File: src/rtl/mem_port_arbiter.sv
// mem_port_arbiter
// Shares a single memory port between the instruction-fetch requester (i_*)
// and the load/store requester (d_*). Only one transaction is in flight at a time.
// When both requesters are high in the same cycle, the one that did not own the
// previous transaction wins (round-robin).
//
// Ports
//   clk, rst         clock, synchronous active-high reset
//   i_req/i_addr     fetch request in; i_gnt / i_rvalid / i_rdata back
//   d_req/d_we/d_be/d_addr/d_wdata  load/store request in; d_gnt / d_rvalid / d_rdata back
//   m_req/m_we/m_be/m_addr/m_wdata  memory request out; m_gnt / m_rvalid / m_rdata in
//   busy             a transaction is in flight
//   owner            0 = fetch, 1 = data (holds its value while idle)
//   err              sticky flag for a memory response that arrives outside WAIT
module mem_port_arbiter #(
    parameter int ADDR_W = 32,
    parameter int DATA_W = 32,
    parameter int BE_W   = DATA_W / 8
) (
    input  logic              clk,
    input  logic              rst,
    input  logic              i_req,
    input  logic [ADDR_W-1:0] i_addr,
    output logic              i_gnt,
    output logic              i_rvalid,
    output logic [DATA_W-1:0] i_rdata,
    input  logic              d_req,
    input  logic              d_we,
    input  logic [BE_W-1:0]   d_be,
    input  logic [ADDR_W-1:0] d_addr,
    input  logic [DATA_W-1:0] d_wdata,
    output logic              d_gnt,
    output logic              d_rvalid,
    output logic [DATA_W-1:0] d_rdata,
    output logic              m_req,
    output logic              m_we,
    output logic [BE_W-1:0]   m_be,
    output logic [ADDR_W-1:0] m_addr,
    output logic [DATA_W-1:0] m_wdata,
    input  logic              m_gnt,
    input  logic              m_rvalid,
    input  logic [DATA_W-1:0] m_rdata,
    output logic              busy,
    output logic              owner,
    output logic              err
);

    typedef enum logic [1:0] {
        ST_IDLE  = 2'd0,
        ST_ISSUE = 2'd1,
        ST_WAIT  = 2'd2
    } state_t;

    state_t            r_state;
    logic              r_owner;
    logic              r_last_owner;
    logic              r_we;
    logic [BE_W-1:0]   r_be;
    logic [ADDR_W-1:0] r_addr;
    logic [DATA_W-1:0] r_wdata;
    logic              r_i_rvalid;
    logic              r_d_rvalid;
    logic [DATA_W-1:0] r_i_rdata;
    logic [DATA_W-1:0] r_d_rdata;
    logic              r_err;

    logic              w_gnt_i;
    logic              w_gnt_d;

    // Grant decode: only in IDLE; on a tie the requester that did not go last wins.
    always_comb begin
        w_gnt_i = 1'b0;
        w_gnt_d = 1'b0;
        if (r_state == ST_IDLE) begin
            if (i_req && d_req) begin
                w_gnt_d = ~r_last_owner;
                w_gnt_i = r_last_owner;
            end else begin
                w_gnt_i = i_req;
                w_gnt_d = d_req;
            end
        end else begin
            w_gnt_i = 1'b0;
            w_gnt_d = 1'b0;
        end
    end

    // Transaction sequencer, request register, response routing and error flag.
    always_ff @(posedge clk) begin
        if (rst) begin
            r_state      <= ST_IDLE;
            r_owner      <= 1'b0;
            r_last_owner <= 1'b0;
            r_we         <= 1'b0;
            r_be         <= {BE_W{1'b0}};
            r_addr       <= {ADDR_W{1'b0}};
            r_wdata      <= {DATA_W{1'b0}};
            r_i_rvalid   <= 1'b0;
            r_d_rvalid   <= 1'b0;
            r_i_rdata    <= {DATA_W{1'b0}};
            r_d_rdata    <= {DATA_W{1'b0}};
            r_err        <= 1'b0;
        end else begin
            r_i_rvalid <= 1'b0;
            r_d_rvalid <= 1'b0;
            case (r_state)
                ST_IDLE: begin
                    // A response with nothing outstanding is dropped and flagged.
                    if (m_rvalid) begin
                        r_err <= 1'b1;
                    end
                    if (w_gnt_i) begin
                        r_addr       <= i_addr;
                        r_we         <= 1'b0;
                        r_be         <= {BE_W{1'b1}};
                        r_wdata      <= {DATA_W{1'b0}};
                        r_owner      <= 1'b0;
                        r_last_owner <= 1'b0;
                        r_state      <= ST_ISSUE;
                    end else if (w_gnt_d) begin
                        r_addr       <= d_addr;
                        r_we         <= d_we;
                        r_be         <= d_be;
                        r_wdata      <= d_wdata;
                        r_owner      <= 1'b1;
                        r_last_owner <= 1'b1;
                        r_state      <= ST_ISSUE;
                    end
                end
                ST_ISSUE: begin
                    // The request is not yet accepted, so a response here is bogus;
                    // an accompanying m_gnt is still honoured.
                    if (m_rvalid) begin
                        r_err <= 1'b1;
                    end
                    if (m_gnt) begin
                        r_state <= ST_WAIT;
                    end
                end
                ST_WAIT: begin
                    if (m_rvalid) begin
                        if (r_owner) begin
                            r_d_rvalid <= 1'b1;
                            r_d_rdata  <= r_we ? {DATA_W{1'b0}} : m_rdata;
                        end else begin
                            r_i_rvalid <= 1'b1;
                            r_i_rdata  <= r_we ? {DATA_W{1'b0}} : m_rdata;
                        end
                        r_state <= ST_IDLE;
                    end
                end
                default: begin
                    r_state <= ST_IDLE;
                end
            endcase
        end
    end

    assign i_gnt    = w_gnt_i;
    assign d_gnt    = w_gnt_d;
    assign i_rvalid = r_i_rvalid;
    assign i_rdata  = r_i_rdata;
    assign d_rvalid = r_d_rvalid;
    assign d_rdata  = r_d_rdata;
    assign m_req    = (r_state == ST_ISSUE);
    assign m_we     = r_we;
    assign m_be     = r_be;
    assign m_addr   = r_addr;
    assign m_wdata  = r_wdata;
    assign busy     = (r_state != ST_IDLE);
    assign owner    = r_owner;
    assign err      = r_err;

endmodule

File: config.mk
export PLATFORM = sky130hd
export DESIGN_NAME = mem_port_arbiter
export DESIGN_NICKNAME = d
export VERILOG_FILES = /design/src/rtl/mem_port_arbiter.sv
export SDC_FILE = /design/constraint.sdc
export NUM_CORES = 1
export LEC_CHECK = 0
export BUFFER_PORTS_ARGS = -buffer_cell sky130_fd_sc_hd__buf_2
export CAP_MARGIN = 20
export CORE_MARGIN = 1.5
export CORE_UTILIZATION = 30
export CTS_CLUSTER_SIZE = 20
export DETAILED_ROUTE_END_ITERATION = 10
export SLEW_MARGIN = 20
export SYNTH_ARGS = -nofsm -noshare
export SYNTH_HDL_FRONTEND = slang
export SYNTH_SLANG_ARGS = --single-unit
export TNS_END_PERCENT = 50
File: constraint.sdc
create_clock -name clk -period 3.5 [get_ports clk]
set_input_delay 0.7 -clock clk [delete_from_list [all_inputs] [get_ports clk]]
set_output_delay 0.7 -clock clk [all_outputs]
set_load 0.02 [all_outputs]
==> metrics.txt <==
setup violators final 0; status finished clean; H-tree levels 4; Site Rows 49; Avg Cell Area, Syn ~8.0 sq um; mapped cell area 5550 sq um; fmax around 420 MHz; Post-synth EDFFs 0; Setup Total Neg Slack 0 ns; synth-to-layout area growth 37.9%; DR pass1 iterations 4; diodes inserted 0; startpoint type of the worst setup path flip-flop; RSZ-0062 raised after global routing no; initial core utilization 0.308; CTS max path bufs 2; RePlAce Congestion around 0.79; main area contributors after synthesis dfxtp_1 (50%), a21oi_1 (9.0%), nand2_1 (8.8%), nand3_1 (8.6%), o21ai_1 (4.5%); All-Layer GR Usage 0.185; DP Worst Slack approximately 1.3 ns; hold crit path type reg -> reg; Slew HR 0.524; clock root buffer master clkbuf_16; fin worst setup slack 1.12 ns; Hold Crit Depth 2; Mapped Nets roughly 830; count leader, synth dfxtp_1; CTS tree done; Worst EP arrival roughly 1.7 ns; Final Hold Fails 0; Slew Viols, Final 0; fillcell total approximately 1,900; DRC errors left 0; WHS between 0.4 and 0.5 ns; vias in the first global route roughly 5,500; worst reg2reg path depth 5; Max Cap Viol 0; Hold Path Sink d_rdata[24]$_SDFFE_PP0P_; footprint of the multi-input gates 2450 sq um; Worst-Margin Slew around 0.71 ns; die width ~140 microns; Crit. End Element output pin; ratio of final minimum period to clock period 0.681; register area share after synthesis 0.502; final wirelength 18,300 microns; FF/Latch Area roughly 2800 sq um; detailed placer's ending HPWL ~12,000 microns; post-CTS setup repair buffer count 0; initial antenna violation count 1; clk_lat worst skew 0.41 ns; first-pass GRT wire length 29,000 microns; ys async rst share 0; Synth cell types 30; DR vias around 5,900; WL per Instance 15.5 microns; Yosys top cell area share 0.502; Cells after Synth slightly below 700; FF-to-FF setup slack 1.43 ns; largest net degree at the start of global routing 65; Num CTS Buffers 17; Yosys warnings 0; number of routed nets with antenna violations 0; Min Clock Period, post-route around 2.4 ns; post-synth top area cell dfxtp_1; RR Startpoint r_state[1]$_SDFFE_PP0P_; nets@finish around 1,100; Static Leak ~3.4 nW; I/O Pins between 200 and 300; hold wc startpoint d_rdata[24]$_SDFFE_PP0P_; DR iter-0 viols between 200 and 300; Sink Count 139; Core ar. 18,000 sq um; top post-synthesis cells by count dfxtp_1 (139), nand2_1 (130), a21oi_1 (100); layout cell share with drive strength beyond 1 0.351; # port buffers 279; clk slew on worst S/H paths 0.06 ns; Vias/cell just under 5; die height 139 microns; Setup Crit Path Kind reg -> out; Resized Gates After CTS 0; die area between 15,000 and 20,000 sq um; power per cell area around 540 nW/um^2; Post-CTS Hold Fix Bufs 0; Reg2Reg Capture Point m_addr[3]$_SDFFE_PP0P_; Synth Flop Type dfxtp_1; worst vdd ir roughly 0.0003 V; synthesized flop and latch total 139; Crit Path Max Fanout 13; CP Data Required Time ~2.8 ns; skew final roughly 0.0083 ns; grt ovf 0
cells in the final DEF (no fill, tap or decap), types with 4 or more instances in the layout:
cell type  count
a21oi_1      100
a31oi_1       30
buf_2        278
buf_4         16
clkbuf_16     17
clkinv_2       4
dfxtp_1      139
nand2_1      129
nand3_1       95
nor2_1         8
nor2b_1       35
o21ai_0       15
o21ai_1       50
o221a_1        4
worst max path at each step:
stage,startpoint,end,slack [ns],depth (start not counted)
after detailed placement,i_req,i_gnt,1.25,4
after floorplan,i_req,i_gnt,1.40,2
after global routing,r_state[1]$_SDFFE_PP0P_,busy,1.03,3
after global placement,i_req,i_gnt,1.26,4
final,r_state[1]$_SDFFE_PP0P_,busy,1.12,3
after CTS,r_state[1]$_SDFFE_PP0P_,busy,1.11,3
worst max-delay path: stages (launching register included):
cell and delay (ns):
dfxtp_1 0.63, nor2_1 0.17, inv_2 0.25, buf_2 0.22
metal layers:
| layer | routed length [microns] | track usage | up-vias | share of wire |
|---|---|---|---|---|
| li1 | - | - | 2886 | - |
| met1 | 7820 | 0.235 | 2724 | 0.43 |
| met2 | 8620 | 0.299 | 248 | 0.47 |
| met3 | 1620 | 0.0587 | 15 | 0.088 |
| met4 | 238 | 0.0565 | 2 | 0.013 |
| met5 | 7 | 0 | - | 0.00038 |
layout make-up:
class,instances,share of cell area
clock buffer,20,0.0610
sequential,139,0.364
timing repair buffer,294,0.198
tap,229,0.0375
clock inverter,12,0.0177
inverter,4,0.00196
multi-input combinational,483,0.321
per-stage QoR:
| step | instance area, sq um | utilization | power, W | instances |
|---|---|---|---|---|
| floorplan | 5550 | - | 0.00210 | 694 |
| global placement | 7050 | 0.391 | 0.00233 | 1149 |
| detailed placement | 7050 | 0.391 | 0.00233 | 1149 |
| CTS | 7650 | 0.424 | 0.00418 | 1181 |
| global route | 7650 | 0.424 | 0.00431 | 1181 |
| finish | 7650 | 0.424 | 0.00412 | 1181 |
state kept, by name (all words and copies together) (netlist names):
| name | flops |
|---|---|
| d_rdata | 32 |
| i_rdata | 32 |
| m_addr | 32 |
| m_wdata | 32 |
| m_be | 4 |
| r_state | 2 |
| d_rvalid | 1 |
| err | 1 |
| i_rvalid | 1 |
| m_we | 1 |
| r_last_owner | 1 |
kinds of logic after synthesis:
group                  synth area share
AO/OA/AOI/OAI                     0.197
flip-flops                        0.502
buffers and inverters            0.0616
multiplexers                    0.00180
AND/OR/NAND/NOR                   0.238
where the power goes:
part	switching [W]	leakage, nW	internal [W]	total (W)
clock network	0.000711	0.303	0.00112	0.00183
registers	0.0000476	1.13	0.00166	0.00171
logic	0.000381	1.92	0.000209	0.000590
total	0.00114	3.36	0.00298	0.00412
(Power assumes the default switching activity.)
